**config.mk**
```make
export PLATFORM = sky130hd
export DESIGN_NAME = lsu_ctrl_flat
export DESIGN_NICKNAME = d
export VERILOG_FILES = /design/src/rtl/lsu_pkg.sv /design/src/rtl/lsu_ctrl_if.sv /design/src/rtl/lsu_align.sv /design/src/rtl/lsu_ctrl.sv /design/src/flat_wrapper.sv
export SDC_FILE = /design/constraint.sdc
export NUM_CORES = 1
export LEC_CHECK = 0
export BUFFER_PORTS_ARGS = -buffer_cell sky130_fd_sc_hd__buf_2
export CORE_ASPECT_RATIO = 1.5
export CORE_UTILIZATION = 55
export CTS_BUF_LIST = sky130_fd_sc_hd__clkbuf_16
export DETAILED_ROUTE_END_ITERATION = 12
export PLACE_DENSITY_LB_ADDON = 0.25
export SLEW_MARGIN = 10
export SYNTH_ARGS = -nofsm -noshare
export SYNTH_HDL_FRONTEND = slang
export SYNTH_SLANG_ARGS = --single-unit
```
**constraint.sdc**
```tcl
create_clock -name clk -period 4.8 [get_ports clk]
set_input_delay 0.72 -clock clk [delete_from_list [all_inputs] [get_ports clk]]
set_output_delay 0.72 -clock clk [all_outputs]
set_load 0.05 [all_outputs]
```
**src/rtl/lsu_pkg.sv**
```systemverilog
// Shared definitions for the load/store controller: funct3 codes,
// trap causes, FSM state encoding and request decode helpers.
package lsu_pkg;

  localparam logic [2:0] F3_B  = 3'd0;
  localparam logic [2:0] F3_H  = 3'd1;
  localparam logic [2:0] F3_W  = 3'd2;
  localparam logic [2:0] F3_BU = 3'd4;
  localparam logic [2:0] F3_HU = 3'd5;

  localparam logic [3:0] CAUSE_ILLEGAL     = 4'd2;
  localparam logic [3:0] CAUSE_LD_MISALIGN = 4'd4;
  localparam logic [3:0] CAUSE_LD_FAULT    = 4'd5;
  localparam logic [3:0] CAUSE_ST_MISALIGN = 4'd6;
  localparam logic [3:0] CAUSE_ST_FAULT    = 4'd7;

  typedef enum logic [1:0] {
    ST_IDLE,
    ST_ACCESS,
    ST_WRITE,
    ST_RESP
  } lsu_state_e;

  // Stores only support the signed codes; loads also allow BU/HU.
  function automatic logic funct3_legal(input logic we, input logic [2:0] f3);
    logic ok;
    ok = (f3 == F3_B) || (f3 == F3_H) || (f3 == F3_W);
    if (!we) begin
      ok = ok || (f3 == F3_BU) || (f3 == F3_HU);
    end
    return ok;
  endfunction

  function automatic logic misaligned(input logic [2:0] f3, input logic [1:0] lane);
    logic mis;
    mis = 1'b0;
    if ((f3 == F3_H) || (f3 == F3_HU)) begin
      mis = lane[0];
    end else if (f3 == F3_W) begin
      mis = (lane != 2'b00);
    end
    return mis;
  endfunction

endpackage

```
**src/rtl/lsu_ctrl_if.sv**
```systemverilog
// Bundle of the core request/response handshake and the data-memory port.
// The slave modport is the controller's view, master is the core/memory side.
interface lsu_ctrl_if;

  logic        req_valid;
  logic        req_ready;
  logic        req_we;
  logic [2:0]  req_funct3;
  logic [31:0] req_adr;
  logic [31:0] req_wdata;

  logic        rsp_valid;
  logic [31:0] rsp_rdata;
  logic        rsp_trap;
  logic [3:0]  rsp_cause;
  logic [31:0] rsp_tval;

  logic        mem_mrd;
  logic        mem_mwr;
  logic [31:0] mem_adr;
  logic [31:0] mem_din;
  logic [31:0] mem_dout;

  modport slave (
    input  req_valid, req_we, req_funct3, req_adr, req_wdata, mem_dout,
    output req_ready, rsp_valid, rsp_rdata, rsp_trap, rsp_cause, rsp_tval,
    output mem_mrd, mem_mwr, mem_adr, mem_din
  );

  modport master (
    output req_valid, req_we, req_funct3, req_adr, req_wdata, mem_dout,
    input  req_ready, rsp_valid, rsp_rdata, rsp_trap, rsp_cause, rsp_tval,
    input  mem_mrd, mem_mwr, mem_adr, mem_din
  );

endinterface

```
**src/rtl/lsu_align.sv**
```systemverilog
// Byte-lane steering between a memory word and the core: load extraction
// with sign/zero extension, and the merge step of sub-word stores.
module lsu_align
  import lsu_pkg::*;
(
  input  logic [31:0] word_i,
  input  logic [1:0]  lane_i,
  input  logic [2:0]  funct3_i,
  input  logic [31:0] wdata_i,
  output logic [31:0] rdata_o,
  output logic [31:0] merged_o
);

  logic [4:0]  shamt;
  logic [31:0] shifted;
  logic [31:0] laneMask;
  logic [31:0] laneData;

  assign shamt   = {lane_i, 3'b000};
  assign shifted = word_i >> shamt;

  always_comb begin
    rdata_o = '0;
    case (funct3_i)
      F3_B:    rdata_o = {{24{shifted[7]}}, shifted[7:0]};
      F3_H:    rdata_o = {{16{shifted[15]}}, shifted[15:0]};
      F3_W:    rdata_o = word_i;
      F3_BU:   rdata_o = {24'b0, shifted[7:0]};
      F3_HU:   rdata_o = {16'b0, shifted[15:0]};
      default: rdata_o = '0;
    endcase
  end

  // Memory has no byte enables, so the untouched lanes come from the old word.
  always_comb begin
    laneMask = '0;
    laneData = '0;
    case (funct3_i)
      F3_B: begin
        laneMask = 32'h0000_00FF << shamt;
        laneData = {24'b0, wdata_i[7:0]} << shamt;
      end
      F3_H: begin
        laneMask = 32'h0000_FFFF << shamt;
        laneData = {16'b0, wdata_i[15:0]} << shamt;
      end
      F3_W: begin
        laneMask = '1;
        laneData = wdata_i;
      end
      default: begin
        laneMask = '0;
        laneData = '0;
      end
    endcase
    merged_o = (word_i & ~laneMask) | laneData;
  end

endmodule

```
**src/rtl/lsu_ctrl.sv**
```systemverilog
// Load/store controller between the RV32I memory stage and a word-wide data
// memory: decode, alignment/range traps, load extension and RMW sub-word stores.
module lsu_ctrl
  import lsu_pkg::*;
#(
  parameter int unsigned MEM_BYTES = 65536
) (
  input logic       clk,
  input logic       rst,
  lsu_ctrl_if.slave bus
);

  localparam logic [31:0] LAST_WORD = 32'(MEM_BYTES - 4);

  lsu_state_e  state_q, state_d;

  logic        we_q;
  logic [2:0]  funct3_q;
  logic [31:0] adr_q;
  logic [31:0] wdata_q;

  logic        rsp_valid_q, rsp_valid_d;
  logic [31:0] rsp_rdata_q, rsp_rdata_d;
  logic        rsp_trap_q, rsp_trap_d;
  logic [3:0]  rsp_cause_q, rsp_cause_d;
  logic [31:0] rsp_tval_q, rsp_tval_d;
  logic        mem_mrd_q, mem_mrd_d;
  logic        mem_mwr_q, mem_mwr_d;
  logic [31:0] mem_din_q, mem_din_d;

  logic        accept;
  logic        reqFault;
  logic [3:0]  reqCause;
  logic        subWordStore;
  logic [31:0] loadData;
  logic [31:0] mergedWord;

  assign accept       = bus.req_valid && bus.req_ready;
  assign subWordStore = we_q && (funct3_q != F3_W);

  lsu_align u_align (
    .word_i   (bus.mem_dout),
    .lane_i   (adr_q[1:0]),
    .funct3_i (funct3_q),
    .wdata_i  (wdata_q),
    .rdata_o  (loadData),
    .merged_o (mergedWord)
  );

  // Fault priority: illegal funct3, then misalignment, then address range.
  always_comb begin
    reqFault = 1'b1;
    reqCause = '0;
    if (!funct3_legal(bus.req_we, bus.req_funct3)) begin
      reqCause = CAUSE_ILLEGAL;
    end else if (misaligned(bus.req_funct3, bus.req_adr[1:0])) begin
      reqCause = bus.req_we ? CAUSE_ST_MISALIGN : CAUSE_LD_MISALIGN;
    end else if ({bus.req_adr[31:2], 2'b00} > LAST_WORD) begin
      reqCause = bus.req_we ? CAUSE_ST_FAULT : CAUSE_LD_FAULT;
    end else begin
      reqFault = 1'b0;
    end
  end

  always_ff @(posedge clk) begin
    if (rst) begin
      state_q     <= ST_IDLE;
      we_q        <= 1'b0;
      funct3_q    <= '0;
      adr_q       <= '0;
      wdata_q     <= '0;
      rsp_valid_q <= 1'b0;
      rsp_rdata_q <= '0;
      rsp_trap_q  <= 1'b0;
      rsp_cause_q <= '0;
      rsp_tval_q  <= '0;
      mem_mrd_q   <= 1'b0;
      mem_mwr_q   <= 1'b0;
      mem_din_q   <= '0;
    end else begin
      state_q     <= state_d;
      rsp_valid_q <= rsp_valid_d;
      rsp_rdata_q <= rsp_rdata_d;
      rsp_trap_q  <= rsp_trap_d;
      rsp_cause_q <= rsp_cause_d;
      rsp_tval_q  <= rsp_tval_d;
      mem_mrd_q   <= mem_mrd_d;
      mem_mwr_q   <= mem_mwr_d;
      mem_din_q   <= mem_din_d;
      if (accept) begin
        we_q     <= bus.req_we;
        funct3_q <= bus.req_funct3;
        adr_q    <= bus.req_adr;
        wdata_q  <= bus.req_wdata;
      end
    end
  end

  always_comb begin
    state_d = state_q;
    case (state_q)
      ST_IDLE: begin
        if (accept) begin
          state_d = reqFault ? ST_RESP : ST_ACCESS;
        end
      end
      ST_ACCESS: state_d = subWordStore ? ST_WRITE : ST_RESP;
      ST_WRITE:  state_d = ST_RESP;
      ST_RESP:   state_d = ST_IDLE;
      default:   state_d = ST_IDLE;
    endcase
  end

  // Outputs are computed for the state being entered and registered,
  // so each one is visible during that state's cycle.
  always_comb begin
    rsp_valid_d = 1'b0;
    rsp_rdata_d = '0;
    rsp_trap_d  = 1'b0;
    rsp_cause_d = '0;
    rsp_tval_d  = '0;
    mem_mrd_d   = 1'b0;
    mem_mwr_d   = 1'b0;
    mem_din_d   = mem_din_q;
    case (state_q)
      ST_IDLE: begin
        if (accept) begin
          if (reqFault) begin
            rsp_valid_d = 1'b1;
            rsp_trap_d  = 1'b1;
            rsp_cause_d = reqCause;
            rsp_tval_d  = bus.req_adr;
          end else if (bus.req_we && (bus.req_funct3 == F3_W)) begin
            mem_mwr_d = 1'b1;
            mem_din_d = bus.req_wdata;
          end else begin
            mem_mrd_d = 1'b1;
          end
        end
      end
      ST_ACCESS: begin
        if (!we_q) begin
          rsp_valid_d = 1'b1;
          rsp_rdata_d = loadData;
        end else if (!subWordStore) begin
          rsp_valid_d = 1'b1;
        end else begin
          mem_mwr_d = 1'b1;
          mem_din_d = mergedWord;
        end
      end
      ST_WRITE: rsp_valid_d = 1'b1;
      default:  rsp_valid_d = 1'b0;
    endcase
  end

  // Forcing outputs low while rst is high keeps a pending RMW write off the reset edge.
  assign bus.req_ready = (state_q == ST_IDLE) && !rst;
  assign bus.rsp_valid = rst ? 1'b0 : rsp_valid_q;
  assign bus.rsp_rdata = rst ? '0   : rsp_rdata_q;
  assign bus.rsp_trap  = rst ? 1'b0 : rsp_trap_q;
  assign bus.rsp_cause = rst ? '0   : rsp_cause_q;
  assign bus.rsp_tval  = rst ? '0   : rsp_tval_q;
  assign bus.mem_mrd   = rst ? 1'b0 : mem_mrd_q;
  assign bus.mem_mwr   = rst ? 1'b0 : mem_mwr_q;
  assign bus.mem_adr   = rst ? '0   : {adr_q[31:2], 2'b00};
  assign bus.mem_din   = rst ? '0   : mem_din_q;

endmodule

```
**src/flat_wrapper.sv**
```systemverilog
// flat-port wrapper written by rule: the top's interface ports become plain ports
module lsu_ctrl_flat import lsu_pkg::*;
#(
  parameter int unsigned MEM_BYTES = 65536
)
  (clk, rst, bus_req_valid, bus_req_we, bus_req_funct3, bus_req_adr, bus_req_wdata, bus_mem_dout, bus_req_ready, bus_rsp_valid, bus_rsp_rdata, bus_rsp_trap, bus_rsp_cause, bus_rsp_tval, bus_mem_mrd, bus_mem_mwr, bus_mem_adr, bus_mem_din);
  lsu_ctrl_if bus_i ();
  input logic clk;
  input logic rst;
  input wire logic [$bits(bus_i.req_valid)-1:0] bus_req_valid;
  input wire logic [$bits(bus_i.req_we)-1:0] bus_req_we;
  input wire logic [$bits(bus_i.req_funct3)-1:0] bus_req_funct3;
  input wire logic [$bits(bus_i.req_adr)-1:0] bus_req_adr;
  input wire logic [$bits(bus_i.req_wdata)-1:0] bus_req_wdata;
  input wire logic [$bits(bus_i.mem_dout)-1:0] bus_mem_dout;
  output wire logic [$bits(bus_i.req_ready)-1:0] bus_req_ready;
  output wire logic [$bits(bus_i.rsp_valid)-1:0] bus_rsp_valid;
  output wire logic [$bits(bus_i.rsp_rdata)-1:0] bus_rsp_rdata;
  output wire logic [$bits(bus_i.rsp_trap)-1:0] bus_rsp_trap;
  output wire logic [$bits(bus_i.rsp_cause)-1:0] bus_rsp_cause;
  output wire logic [$bits(bus_i.rsp_tval)-1:0] bus_rsp_tval;
  output wire logic [$bits(bus_i.mem_mrd)-1:0] bus_mem_mrd;
  output wire logic [$bits(bus_i.mem_mwr)-1:0] bus_mem_mwr;
  output wire logic [$bits(bus_i.mem_adr)-1:0] bus_mem_adr;
  output wire logic [$bits(bus_i.mem_din)-1:0] bus_mem_din;
  assign bus_i.req_valid = bus_req_valid;
  assign bus_i.req_we = bus_req_we;
  assign bus_i.req_funct3 = bus_req_funct3;
  assign bus_i.req_adr = bus_req_adr;
  assign bus_i.req_wdata = bus_req_wdata;
  assign bus_i.mem_dout = bus_mem_dout;
  assign bus_req_ready = bus_i.req_ready;
  assign bus_rsp_valid = bus_i.rsp_valid;
  assign bus_rsp_rdata = bus_i.rsp_rdata;
  assign bus_rsp_trap = bus_i.rsp_trap;
  assign bus_rsp_cause = bus_i.rsp_cause;
  assign bus_rsp_tval = bus_i.rsp_tval;
  assign bus_mem_mrd = bus_i.mem_mrd;
  assign bus_mem_mwr = bus_i.mem_mwr;
  assign bus_mem_adr = bus_i.mem_adr;
  assign bus_mem_din = bus_i.mem_din;
  lsu_ctrl #(.MEM_BYTES(MEM_BYTES)) u_core (.clk(clk), .rst(rst), .bus(bus_i));
endmodule
```
==> flow_summary.yaml <==
synth:
  flip_flop_and_latch_count_after_synthesis: 173
  synthesis.yosys.warnings: 0
  netlist.top_cell.by_area: "sky130_fd_sc_hd__dfxtp_1"
  synth.top_cell.area_share_pct: 40.8
  synth.cell_area_sq_um: 8490
  share_of_flip_flops_with_an_asynchronous_set_or_reset_after_synthesis_pct: 0
  number_of_enable_flip_flop_cells_after_synthesis: 0
  avgSynthCellArea_sq_um: 8.49
  yosys-top-cells-count: "sky130_fd_sc_hd__dfxtp_1 (173), sky130_fd_sc_hd__nor2b_1 (149), sky130_fd_sc_hd__nand2_1 (147), sky130_fd_sc_hd__a21oi_1 (59)"
  synth-seq-area-share_pct: 40.8
  postSynthCellCount: 1000
  synth_top_cells_by_area: "sky130_fd_sc_hd__dfxtp_1 (41%), sky130_fd_sc_hd__nor2b_1 (11%), sky130_fd_sc_hd__nand2_1 (6.5%)"
  ys_types: 61
  ys.flop_type: "sky130_fd_sc_hd__dfxtp_1"
  most_frequent_cell_after_synthesis: "sky130_fd_sc_hd__dfxtp_1"
min_path:
  timing.hold.worst.start: "u_core.wdata_q[25]"
  holdCritPathClass: "reg2reg"
die:
  die_w_um: 103
  io-pin-count: 240
  dieArea_sq_um: 15900
  floorplan.rows: 55
  die_height_um: 154
  coreArea_sq_um: 15100
  floorplan.initialDensity_pct: 56.3
setup_path:
  timing.critical_path.arrival_ns: 2.28
  critPathKind: "in2out"
  crit_start: "rst"
  slowest_stage: "sky130_fd_sc_hd__buf_4"
  timing.critical_path.slowest_cell_delay_ns: 0.64
  crit_path_end_kind: "primary output"
  worstPathRequired_ns: 4.08
  reg2reg_from: "u_core.funct3_q[0]"
  critical_path.cell_chain: "buf_6 -> buf_4 -> nand2b_1 -> inv_1 -> buf_2"
  cp_num_buf_inv: 4
  worst-path-max-fanout: 79
  cp-start-kind: "primary input"
  crit_family: "buffers and inverters"
clocking:
  cts_repair_resize_count: 0
  post_cts_buffers: 0
  worst_setup_hold_path_clk_slew_ns: 0.07
  tritoncts_clock_tree: "yes"
  clk_latency_ns: 0.43
  clock_path_buffers: 2
  htree_levels: 4
  tritoncts_num_sinks: 173
  cts_hold_repair.buffers: 0
  clk_root_buffer_cell: "sky130_fd_sc_hd__clkbuf_16"
  cts_buffers: 17
detailed_routing:
  via_count: 7760
  wl_per_cell_um: 17.4
  detailedRoute.firstIterationViolations: 424
  count_of_unresolved_drc_violations_after_routing: 0
  drt-vias-per-instance: 5.53
  number_of_detailed_routing_iterations_run_before_antenna_repair: 5
  drtAntennaViolNets: 0
  detail_route.wirelength_um: 24400
final_layout:
  multi_input_comb_area_sq_um: 4640
  nets_finish: 1295
  area.sequential_sq_um: 3460
  filler_cell_count_in_the_final_layout: 1316
  drive_above_1_share_pct: 27.2
  synthToLayoutAreaGrowth_pct: 21.2
sta:
  layout_setup_ws_ns: 1.80
  achievable-frequency_ghz: 0.334
  grt_setup_unrepaired: "false"
  setup_violation_total_in_the_final_timing_report: 0
  max_slew_margin_pct: 20.6
  fin_hold_ws_ns: 0.476
  fin_crit_sh_pct: 62.4
  report.final.slew_viol_count: 0
  timing_worst_slew_pin_value_ns: 1.19
  total_neg_setup_slack_ns: 0
  finalHoldViolations: 0
  min_period_ns: 3.00
  final.setup_skew_ns: 0.0112
place:
  dp_hpwl_um: 17300
  gp_congestion: 0.978
  numPortBuffers: 236
  pre_cts_ws_ns: 1.80
global_routing:
  antenna_violations_before_repair: 4
  grt_pass1_wl_um: 37800
  grt_use_total_pct: 31.1
  via_count_of_the_first_global_routing_pass: 7308
  grt_overflow_total: 0
  pin_count_of_the_biggest_net_entering_global_routing: 106
pwr:
  max-vdd-ir-drop_mv: 0.245
  power_per_cell_area_nw_per_um2: 441
  leakage_uw: 0.00477
status:
  status: "completed"
flow_run:
  maxCapViolations: 0
## layout by cell type (no fill, tap or decap), types with 6 or more instances in the layout
master	netlist	routed
sky130_fd_sc_hd__buf_2	12	235
sky130_fd_sc_hd__dfxtp_1	173	173
sky130_fd_sc_hd__nor2b_1	149	149
sky130_fd_sc_hd__nand2_1	147	147
sky130_fd_sc_hd__a21oi_1	59	59
sky130_fd_sc_hd__o21ai_0	55	55
sky130_fd_sc_hd__nand2b_1	51	51
sky130_fd_sc_hd__nor2_1	43	43
sky130_fd_sc_hd__a211oi_1	27	27
sky130_fd_sc_hd__mux2_4	27	27
sky130_fd_sc_hd__mux2i_1	22	22
sky130_fd_sc_hd__and2_1	21	21
sky130_fd_sc_hd__a21o_1	18	18
sky130_fd_sc_hd__clkbuf_16	0	17
sky130_fd_sc_hd__a22oi_1	14	14
sky130_fd_sc_hd__o21bai_1	14	14
sky130_fd_sc_hd__buf_4	7	13
sky130_fd_sc_hd__a41oi_1	12	12
sky130_fd_sc_hd__a221oi_1	9	9
sky130_fd_sc_hd__inv_1	7	7
sky130_fd_sc_hd__nor3_1	6	6
## area by class of cell
| type | count | area share, % |
|---|---|---|
| multi-input cells | 740 | 45.2 |
| clock buffers | 17 | 4.14 |
| diodes | 2 | 0.0487 |
| inverters | 7 | 0.256 |
| well taps | 199 | 2.42 |
| repair buffers | 249 | 12.5 |
| flip-flops and latches | 173 | 33.7 |
| clock inverters | 15 | 1.80 |
## metrics by stage
stage | cell area (sq um) | util, % | total power (uW) | std cells
after floorplan | 8500 | - | 2800 | 1002
after global placement | 9670 | 64.2 | 3130 | 1368
after detailed placement | 9670 | 64.2 | 3150 | 1368
after CTS | 10300 | 68.2 | 4540 | 1400
after global routing | 10300 | 68.2 | 4770 | 1401
final | 10300 | 68.2 | 4530 | 1402
## state kept, by name, summed over array words and instances, names as in the netlist, 2 cells and up
register and flops:
u_core.rsp_rdata_q 32, u_core.funct3_q 3, u_core.rsp_tval_q 32, u_core.adr_q 32, u_core.mem_din_q 32, u_core.rsp_cause_q 3
u_core.wdata_q 32, u_core.state_q 2
## worst paths after layout
kind                                to  slack (ns)  cells past startpoint
hold / removal      u_core.wdata_q[25]        0.48                      2
setup reg to reg  u_core.mem_din_q[31]        2.02                      6
hold reg to reg     u_core.wdata_q[25]        0.48                      2
setup / recovery        bus_mem_din[8]        1.80                      5
## routing by layer
layer  track usage [%]  wire length, um  vias up
li1                  -                -     3777
met1              36.3             9240     3550
met2              49.5            11600      344
met3              7.68             1890       89
met4              20.5             1650        0
met5                 0                0        -
## tightest hold or removal path, stage by stage, from the launching register on
cell	delay [ns]
sky130_fd_sc_hd__dfxtp_1	0.31
sky130_fd_sc_hd__nand2b_1	0.06
sky130_fd_sc_hd__o21ai_0	0.06
## where the power goes
group	internal (uW)	switching (uW)	total [uW]	leakage, uW
clock	711	684	1390	0.000293
combinational	463	952	1410	0.00307
sequential	1620	99.2	1720	0.00141
total	2800	1730	4530	0.00477
## cells by family (layout without fill, tap and decap cells)
group,after synthesis,count (layout),synth area share [%]
AOI/OAI and AO/OA,239,239,18.8
buffers and inverters,89,288,4.69
other,1,5,0.0442
DFF,173,173,40.8
adders and majority gates,4,4,0.590
muxes,52,52,7.77
and+or+nand+nor,442,442,27.4
Power figures use the tool's default switching activity.
